[config.mk]
export PLATFORM = sky130hd
export DESIGN_NAME = coin_accumulator_flat
export DESIGN_NICKNAME = d
export VERILOG_FILES = /design/src/rtl/coin_accumulator_pkg.sv /design/src/rtl/coin_accumulator_if.sv /design/src/rtl/coin_accumulator_decoder.sv /design/src/rtl/coin_accumulator.sv /design/src/flat_wrapper.sv
export SDC_FILE = /design/constraint.sdc
export NUM_CORES = 1
export LEC_CHECK = 0
export CAP_MARGIN = 25
export CORE_AREA = 2 2 57 59
export DETAILED_ROUTE_END_ITERATION = 12
export DIE_AREA = 0 0 59 61
export PLACE_DENSITY_LB_ADDON = 0.15
export RECOVER_POWER = 100
export SLEW_MARGIN = 20
export SYNTH_ARGS = -nofsm -noshare
export SYNTH_HDL_FRONTEND = slang
export SYNTH_SLANG_ARGS = --single-unit
export TNS_END_PERCENT = 1
[constraint.sdc]
create_clock -name clk -period 4.4 [get_ports clk]
set_clock_uncertainty 0.05 [all_clocks]
set_input_delay 0.88 -clock clk [delete_from_list [all_inputs] [get_ports clk]]
set_output_delay 0.88 -clock clk [all_outputs]
set_load 0.03 [all_outputs]
[src/rtl/coin_accumulator_pkg.sv]
// Shared definitions for the coin accumulator: FSM state encoding,
// coin_type encoding and coin face values in rupees.
package coin_pkg;

  typedef enum logic [1:0] {
    ST_IDLE    = 2'd0,
    ST_COLLECT = 2'd1,
    ST_PRESENT = 2'd2,
    ST_CLEAR   = 2'd3
  } acc_state_e;

  typedef enum logic [1:0] {
    COIN_RS1  = 2'b00,
    COIN_RS2  = 2'b01,
    COIN_RS5  = 2'b10,
    COIN_RS10 = 2'b11
  } coin_type_e;

  localparam int CREDIT_W = 7;

  localparam logic [CREDIT_W-1:0] COIN_VAL_RS1  = 7'd1;
  localparam logic [CREDIT_W-1:0] COIN_VAL_RS2  = 7'd2;
  localparam logic [CREDIT_W-1:0] COIN_VAL_RS5  = 7'd5;
  localparam logic [CREDIT_W-1:0] COIN_VAL_RS10 = 7'd10;

endpackage

[src/rtl/coin_accumulator_if.sv]
// Coin accumulator front/back bundle: coin/buy/cancel requests in,
// credit display, vending-machine commit and refund results out.
interface coin_accumulator_if;

  logic       coin_valid;
  logic [1:0] coin_type;
  logic       buy;
  logic       cancel;
  logic [6:0] credit;
  logic [6:0] total_coins;
  logic       start;
  logic       coin_reject;
  logic       refund_valid;
  logic [6:0] refund_amount;
  logic [1:0] acc_state;

  modport master (
    output coin_valid, coin_type, buy, cancel,
    input  credit, total_coins, start, coin_reject,
    input  refund_valid, refund_amount, acc_state
  );

  modport slave (
    input  coin_valid, coin_type, buy, cancel,
    output credit, total_coins, start, coin_reject,
    output refund_valid, refund_amount, acc_state
  );

endinterface

[src/rtl/coin_accumulator_decoder.sv]
// Combinational coin_type -> rupee value lookup.
module coin_decoder
  import coin_pkg::*;
(
  input  logic [1:0] coin_type,
  output logic [6:0] coin_value
);

  // Map the two-bit coin code onto its face value.
  always_comb begin
    coin_value = COIN_VAL_RS1;
    case (coin_type)
      COIN_RS1:  coin_value = COIN_VAL_RS1;
      COIN_RS2:  coin_value = COIN_VAL_RS2;
      COIN_RS5:  coin_value = COIN_VAL_RS5;
      COIN_RS10: coin_value = COIN_VAL_RS10;
      default:   coin_value = COIN_VAL_RS1;
    endcase
  end

endmodule

[src/rtl/coin_accumulator.sv]
// Coin accumulator: collects coins into a credit, commits it to the vending
// machine on buy, refunds it on cancel. All outputs are registered.
// Optional build macro COIN_TIMEOUT_EN adds a COLLECT inactivity timer that
// refunds the credit after TIMEOUT_CYCLES cycles without an accepted coin.
//
// state   | meaning
// --------+---------------------------------------------------------------
// IDLE    | no credit, waiting for the first coin
// COLLECT | credit building up; buy commits, cancel refunds
// PRESENT | start=1, total_coins=credit held for START_CYCLES cycles
// CLEAR   | one cycle with everything zeroed, then back to IDLE
module coin_accumulator
  import coin_pkg::*;
#(
  parameter int MAX_TOTAL      = 100,
  parameter int START_CYCLES   = 3,
  parameter int TIMEOUT_CYCLES = 1000
) (
  input  logic              clk,
  input  logic              reset,
  coin_accumulator_if.slave bus
);

  localparam int                 PW     = (START_CYCLES > 1) ? $clog2(START_CYCLES) : 1;
  localparam logic [PW-1:0]      PRES_LOAD = PW'(START_CYCLES - 1);
  localparam logic [CREDIT_W:0]  MAX_SUM   = (CREDIT_W+1)'(MAX_TOTAL);

  acc_state_e            state_q, state_d;
  logic [CREDIT_W-1:0]   credit_q, credit_d;
  logic [CREDIT_W-1:0]   total_coins_q, total_coins_d;
  logic                  start_q, start_d;
  logic                  coin_reject_q, coin_reject_d;
  logic                  refund_valid_q, refund_valid_d;
  logic [CREDIT_W-1:0]   refund_amount_q, refund_amount_d;
  logic [PW-1:0]         pres_cnt_q, pres_cnt_d;

  logic [CREDIT_W-1:0]   coin_value;
  logic [CREDIT_W:0]     coin_sum;
  logic                  can_collect;
  logic                  cancel_hit;
  logic                  coin_ok;
  logic                  timeout_hit;
  logic                  refund_hit;
  logic [CREDIT_W-1:0]   credit_nxt;

  coin_decoder u_decoder (
    .coin_type  (bus.coin_type),
    .coin_value (coin_value)
  );

  // Coin acceptance and credit arithmetic; the 8-bit sum catches carry past 127.
  always_comb begin
    coin_sum    = {1'b0, credit_q} + {1'b0, coin_value};
    can_collect = (state_q == ST_IDLE) || (state_q == ST_COLLECT);
    cancel_hit  = (state_q == ST_COLLECT) && bus.cancel;
    coin_ok     = bus.coin_valid && can_collect && !cancel_hit && (coin_sum <= MAX_SUM);
    credit_nxt  = coin_ok ? coin_sum[CREDIT_W-1:0] : credit_q;
    refund_hit  = cancel_hit || timeout_hit;
  end

`ifdef COIN_TIMEOUT_EN
  localparam int             TW       = (TIMEOUT_CYCLES > 1) ? $clog2(TIMEOUT_CYCLES) : 1;
  localparam logic [TW-1:0]  TMO_LOAD = TW'(TIMEOUT_CYCLES - 1);

  logic [TW-1:0] tmo_cnt_q, tmo_cnt_d;

  // Inactivity timer: reloaded by each accepted coin, counts down in COLLECT.
  always_comb begin
    tmo_cnt_d   = tmo_cnt_q;
    timeout_hit = (state_q == ST_COLLECT) && !coin_ok && (tmo_cnt_q == '0);
    if (coin_ok) begin
      tmo_cnt_d = TMO_LOAD;
    end else if ((state_q == ST_COLLECT) && (tmo_cnt_q != '0)) begin
      tmo_cnt_d = tmo_cnt_q - TW'(1);
    end
  end

  // Inactivity timer register.
  always_ff @(posedge clk or negedge reset) begin
    if (!reset) begin
      tmo_cnt_q <= '0;
    end else begin
      tmo_cnt_q <= tmo_cnt_d;
    end
  end
`else
  // No timer in this build; COLLECT waits for buy or cancel forever.
  // TIMEOUT_CYCLES is folded in only so the parameter stays referenced.
  always_comb begin
    timeout_hit = (TIMEOUT_CYCLES < 0);
  end
`endif

  // State register.
  always_ff @(posedge clk or negedge reset) begin
    if (!reset) begin
      state_q <= ST_IDLE;
    end else begin
      state_q <= state_d;
    end
  end

  // Next-state logic; cancel/timeout take priority over buy.
  always_comb begin
    state_d = state_q;
    case (state_q)
      ST_IDLE: begin
        if (coin_ok) state_d = ST_COLLECT;
      end
      ST_COLLECT: begin
        if (refund_hit) begin
          state_d = ST_IDLE;
        end else if (bus.buy && (credit_nxt != '0)) begin
          state_d = ST_PRESENT;
        end
      end
      ST_PRESENT: begin
        if (pres_cnt_q == '0) state_d = ST_CLEAR;
      end
      ST_CLEAR: begin
        state_d = ST_IDLE;
      end
      default: state_d = ST_IDLE;
    endcase
  end

  // Output and datapath next values, registered below so every output is a flop.
  always_comb begin
    credit_d        = credit_nxt;
    total_coins_d   = '0;
    start_d         = 1'b0;
    coin_reject_d   = bus.coin_valid && !coin_ok;
    refund_valid_d  = refund_hit;
    refund_amount_d = refund_hit ? credit_q : '0;
    pres_cnt_d      = pres_cnt_q;

    if (refund_hit || (state_d == ST_CLEAR)) begin
      credit_d = '0;
    end

    if (state_d == ST_PRESENT) begin
      start_d       = 1'b1;
      total_coins_d = credit_nxt;
    end

    if ((state_q != ST_PRESENT) && (state_d == ST_PRESENT)) begin
      pres_cnt_d = PRES_LOAD;
    end else if ((state_q == ST_PRESENT) && (pres_cnt_q != '0)) begin
      pres_cnt_d = pres_cnt_q - PW'(1);
    end
  end

  // Output and datapath registers; reset drops credit without refunding it.
  always_ff @(posedge clk or negedge reset) begin
    if (!reset) begin
      credit_q        <= '0;
      total_coins_q   <= '0;
      start_q         <= 1'b0;
      coin_reject_q   <= 1'b0;
      refund_valid_q  <= 1'b0;
      refund_amount_q <= '0;
      pres_cnt_q      <= '0;
    end else begin
      credit_q        <= credit_d;
      total_coins_q   <= total_coins_d;
      start_q         <= start_d;
      coin_reject_q   <= coin_reject_d;
      refund_valid_q  <= refund_valid_d;
      refund_amount_q <= refund_amount_d;
      pres_cnt_q      <= pres_cnt_d;
    end
  end

  assign bus.credit        = credit_q;
  assign bus.total_coins   = total_coins_q;
  assign bus.start         = start_q;
  assign bus.coin_reject   = coin_reject_q;
  assign bus.refund_valid  = refund_valid_q;
  assign bus.refund_amount = refund_amount_q;
  assign bus.acc_state     = state_q;

endmodule
[src/flat_wrapper.sv]
// flat-port wrapper written by rule: the top's interface ports become plain ports
module coin_accumulator_flat import coin_pkg::*;
#(
  parameter int MAX_TOTAL      = 100,
  parameter int START_CYCLES   = 3,
  parameter int TIMEOUT_CYCLES = 1000
)
  (clk, reset, bus_coin_valid, bus_coin_type, bus_buy, bus_cancel, bus_credit, bus_total_coins, bus_start, bus_coin_reject, bus_refund_valid, bus_refund_amount, bus_acc_state);
  coin_accumulator_if bus_i ();
  input  logic clk;
  input  logic reset;
  input wire logic [$bits(bus_i.coin_valid)-1:0] bus_coin_valid;
  input wire logic [$bits(bus_i.coin_type)-1:0] bus_coin_type;
  input wire logic [$bits(bus_i.buy)-1:0] bus_buy;
  input wire logic [$bits(bus_i.cancel)-1:0] bus_cancel;
  output wire logic [$bits(bus_i.credit)-1:0] bus_credit;
  output wire logic [$bits(bus_i.total_coins)-1:0] bus_total_coins;
  output wire logic [$bits(bus_i.start)-1:0] bus_start;
  output wire logic [$bits(bus_i.coin_reject)-1:0] bus_coin_reject;
  output wire logic [$bits(bus_i.refund_valid)-1:0] bus_refund_valid;
  output wire logic [$bits(bus_i.refund_amount)-1:0] bus_refund_amount;
  output wire logic [$bits(bus_i.acc_state)-1:0] bus_acc_state;
  assign bus_i.coin_valid = bus_coin_valid;
  assign bus_i.coin_type = bus_coin_type;
  assign bus_i.buy = bus_buy;
  assign bus_i.cancel = bus_cancel;
  assign bus_credit = bus_i.credit;
  assign bus_total_coins = bus_i.total_coins;
  assign bus_start = bus_i.start;
  assign bus_coin_reject = bus_i.coin_reject;
  assign bus_refund_valid = bus_i.refund_valid;
  assign bus_refund_amount = bus_i.refund_amount;
  assign bus_acc_state = bus_i.acc_state;
  coin_accumulator #(.MAX_TOTAL(MAX_TOTAL), .START_CYCLES(START_CYCLES), .TIMEOUT_CYCLES(TIMEOUT_CYCLES)) u_core (.clk(clk), .reset(reset), .bus(bus_i));
endmodule
==> flow_metrics.tcl <==
set metrics [dict create \
    wl_per_cell_um 14.5 \
    synthTopCellsByCount "28 x dfrtp_1, 20 x nor2_1, 10 x a21oi_1, 10 x and2_1, 8 x inv_1" \
    ys_seq_area_frac 0.456 \
    post-route-period-util 0.831 \
    hpwlAfterDp_mm 2.47 \
    drv_slew 0 \
    pin_count 33 \
    drive_above_1_share 0.0266 \
    async_reset_ff_frac 1.00 \
    antenna_found_initial 0 \
    power_density_mw_per_mm2 581 \
    gp_congestion 0.884 \
    synth_area_leaders "dfrtp_1 46%, nor2_1 4.9%, and2_1 4.1%, ha_1 4.1%, xnor2_1 3.4%" \
    min_to "u_core.bus.refund_amount[1]" \
    nets 202 \
    power_mw 1.10 \
    cp-end-kind "register" \
    drt-pass1-iter-count 4 \
    fmax_mhz 274 \
    r2r_start "u_core.bus.credit[0]" \
    syn-mean-instance-area_um2 9.67 \
    drt_iter0_drc 37 \
    tightest_slew_ns 1.41 \
    required_ns 4.60 \
    cts_tree "built" \
    synth_ff_type "dfrtp_1" \
    cts-root-buf "clkbuf_4" \
    criticalPathCategory "in2reg" \
    cts_setup_buffers 0 \
    area_growth_pct 22.8 \
    setup_viol 0 \
    core_mm2 0.00295 \
    yosys.area.top_type "dfrtp_1" \
    synth_nets 172 \
    drcViolationCount 0 \
    maxCapViolCount 0 \
    vias 1270 \
    min-delay-start "u_core.bus.acc_state[1]" \
    r2r_cells 10 \
    row_count 20 \
    ys_seq_elements 28 \
    p_leak_nw 0.924 \
    start_util 0.521 \
    cts_max_level 1 \
    netlist_area_mm2 0.00154 \
    outcome "finished clean" \
    ir_worst_vdd_mv 0.265 \
    die_h_um 61 \
    antenna_cells 0 \
    cts-resized-gates 0 \
    grt_max_degree 29 \
    clock_path_buffers 2 \
    slew_headroom 0.0629 \
    grt_pass1_wl_mm 5.28 \
    die_area_mm2 0.00360 \
    cts.hold.buffers_added 0 \
    synthCells 159 \
    hold_path.class "reg2reg" \
    start_kind "input port" \
    die_x_um 59 \
    insertion_delay_ns 0.31 \
    first_global_vias 1166 \
    post-route-min-period_ns 3.66 \
    min_delay_path_depth 1 \
    postRouteAntennaNets 0 \
    r2r-end "u_core.bus.total_coins[1]" \
    portBuffers 32 \
    hold_viol 0 \
    critPathArrivalTime_ns 3.86 \
    path_max_fanout 6 \
    cts_made_buffers 3 \
    rsz0062_at_grt "false" \
    ys_types 43 \
    clock_sinks 28 \
    fillCellCount 257 \
    synth_top_area_share 0.456 \
    holdWs_ns 0.468 \
    synth_edf_count 0 \
    setup_tns_ns 0 \
    grt_usage 0.197 \
    finalWirelength_mm 3.20 \
    ys.warnings.count 0 \
    via_per_inst 5.75 \
    clk_pin_slew_ns 0.14 \
    yosysMostFrequentCell "dfrtp_1" \
    reg2reg_slack_ns 1.50 \
    globalRoute.totalOverflow 0 \
]
## how the worst max path moves through the flow
stage / from / to / depth (start not counted)
6_report: bus_coin_type[0] / u_core.bus.total_coins[1] / 12
3_3_place_gp: bus_coin_type[0] / u_core.bus.total_coins[1] / 12
3_5_place_dp: bus_coin_type[0] / u_core.bus.total_coins[1] / 12
2_1_floorplan: bus_coin_type[0] / u_core.pres_cnt_q[1] / 10
5_1_grt: bus_coin_type[0] / u_core.bus.total_coins[1] / 12
4_1_cts: bus_coin_type[0] / u_core.bus.total_coins[1] / 12
## worst max-delay path, cell delays in order
cell and delay (ns):
dlygate4sd3_1 0.59, inv_1 0.07, ha_1 0.20, inv_1 0.07, fa_1 0.42, xnor2_1 0.32
a211o_1 0.17, o21ai_0 0.09, o211a_1 0.23, o21ai_2 0.32, mux2_1 0.38, nor2_1 0.10
## state kept, by name (all words and copies together), names as in the netlist
name,cells
u_core.bus.coin_reject,1
u_core.bus.total_coins,7
u_core.bus.start,1
u_core.bus.refund_amount,7
u_core.bus.credit,7
u_core.bus.acc_state,2
u_core.bus.refund_valid,1
u_core.pres_cnt_q,2
## where the power goes
part | switching, mW | internal [mW] | leakage, nW | total, mW
clock | 0.0699 | 0.0505 | 0.0210 | 0.120
sequential | 0.0537 | 0.321 | 0.374 | 0.375
combinational | 0.367 | 0.235 | 0.529 | 0.602
total | 0.490 | 0.607 | 0.924 | 1.10
## layer usage
metal  share of wire  GRT usage
met1            0.46      0.274
met2            0.47      0.310
met3           0.043     0.0277
met4           0.022     0.0812
met5               0          0
## logic make-up after synthesis
family          synth area share
compound gates             0.155
xor+xnor                  0.0399
fa+ha+maj                 0.0537
buf+inv                   0.0431
flops                      0.456
mux                       0.0269
simple gates               0.226
## layout by cell type, fill, tap and decap left out, types with 2 or more instances in the layout
cell / Yosys / layout
a211oi_1: 2 / 2
a21o_1: 4 / 4
a21oi_1: 10 / 10
and2_0: 0 / 6
and2_1: 10 / 4
and3_1: 2 / 2
and4_1: 2 / 2
clkbuf_4: 0 / 3
clkdlybuf4s50_1: 0 / 3
dfrtp_1: 28 / 28
dlygate4sd3_1: 0 / 28
ha_1: 5 / 5
inv_1: 8 / 8
mux2i_1: 3 / 3
nand2_1: 6 / 6
nand2b_1: 4 / 4
nor2_1: 20 / 20
nor2b_1: 6 / 6
nor3_1: 2 / 2
nor3b_1: 2 / 2
nor4_1: 3 / 3
o211ai_1: 3 / 3
o21ai_0: 7 / 7
xnor2_1: 6 / 6
## metrics by stage
stage | instances | worst slack [ns] | util | instance area, µm²
floorplan | 159 | 1.28 | - | 1540
global placement | 217 | 0.546 | 0.631 | 1860
detailed placement | 217 | 0.522 | 0.629 | 1860
CTS | 221 | 0.856 | 0.642 | 1890
global route | 221 | 0.523 | 0.639 | 1890
finish | 221 | 0.744 | 0.639 | 1890
## layout make-up
cell class / instances / area [µm²] / area share
clock buffer: 4 / 36.3 / 0.0192
inverter: 8 / 30.0 / 0.0159
multi-input combinational: 116 / 766 / 0.406
sequential: 28 / 701 / 0.371
tap: 33 / 41.3 / 0.0219
timing repair buffer: 32 / 314 / 0.166
Power figures use the tool's default switching activity.
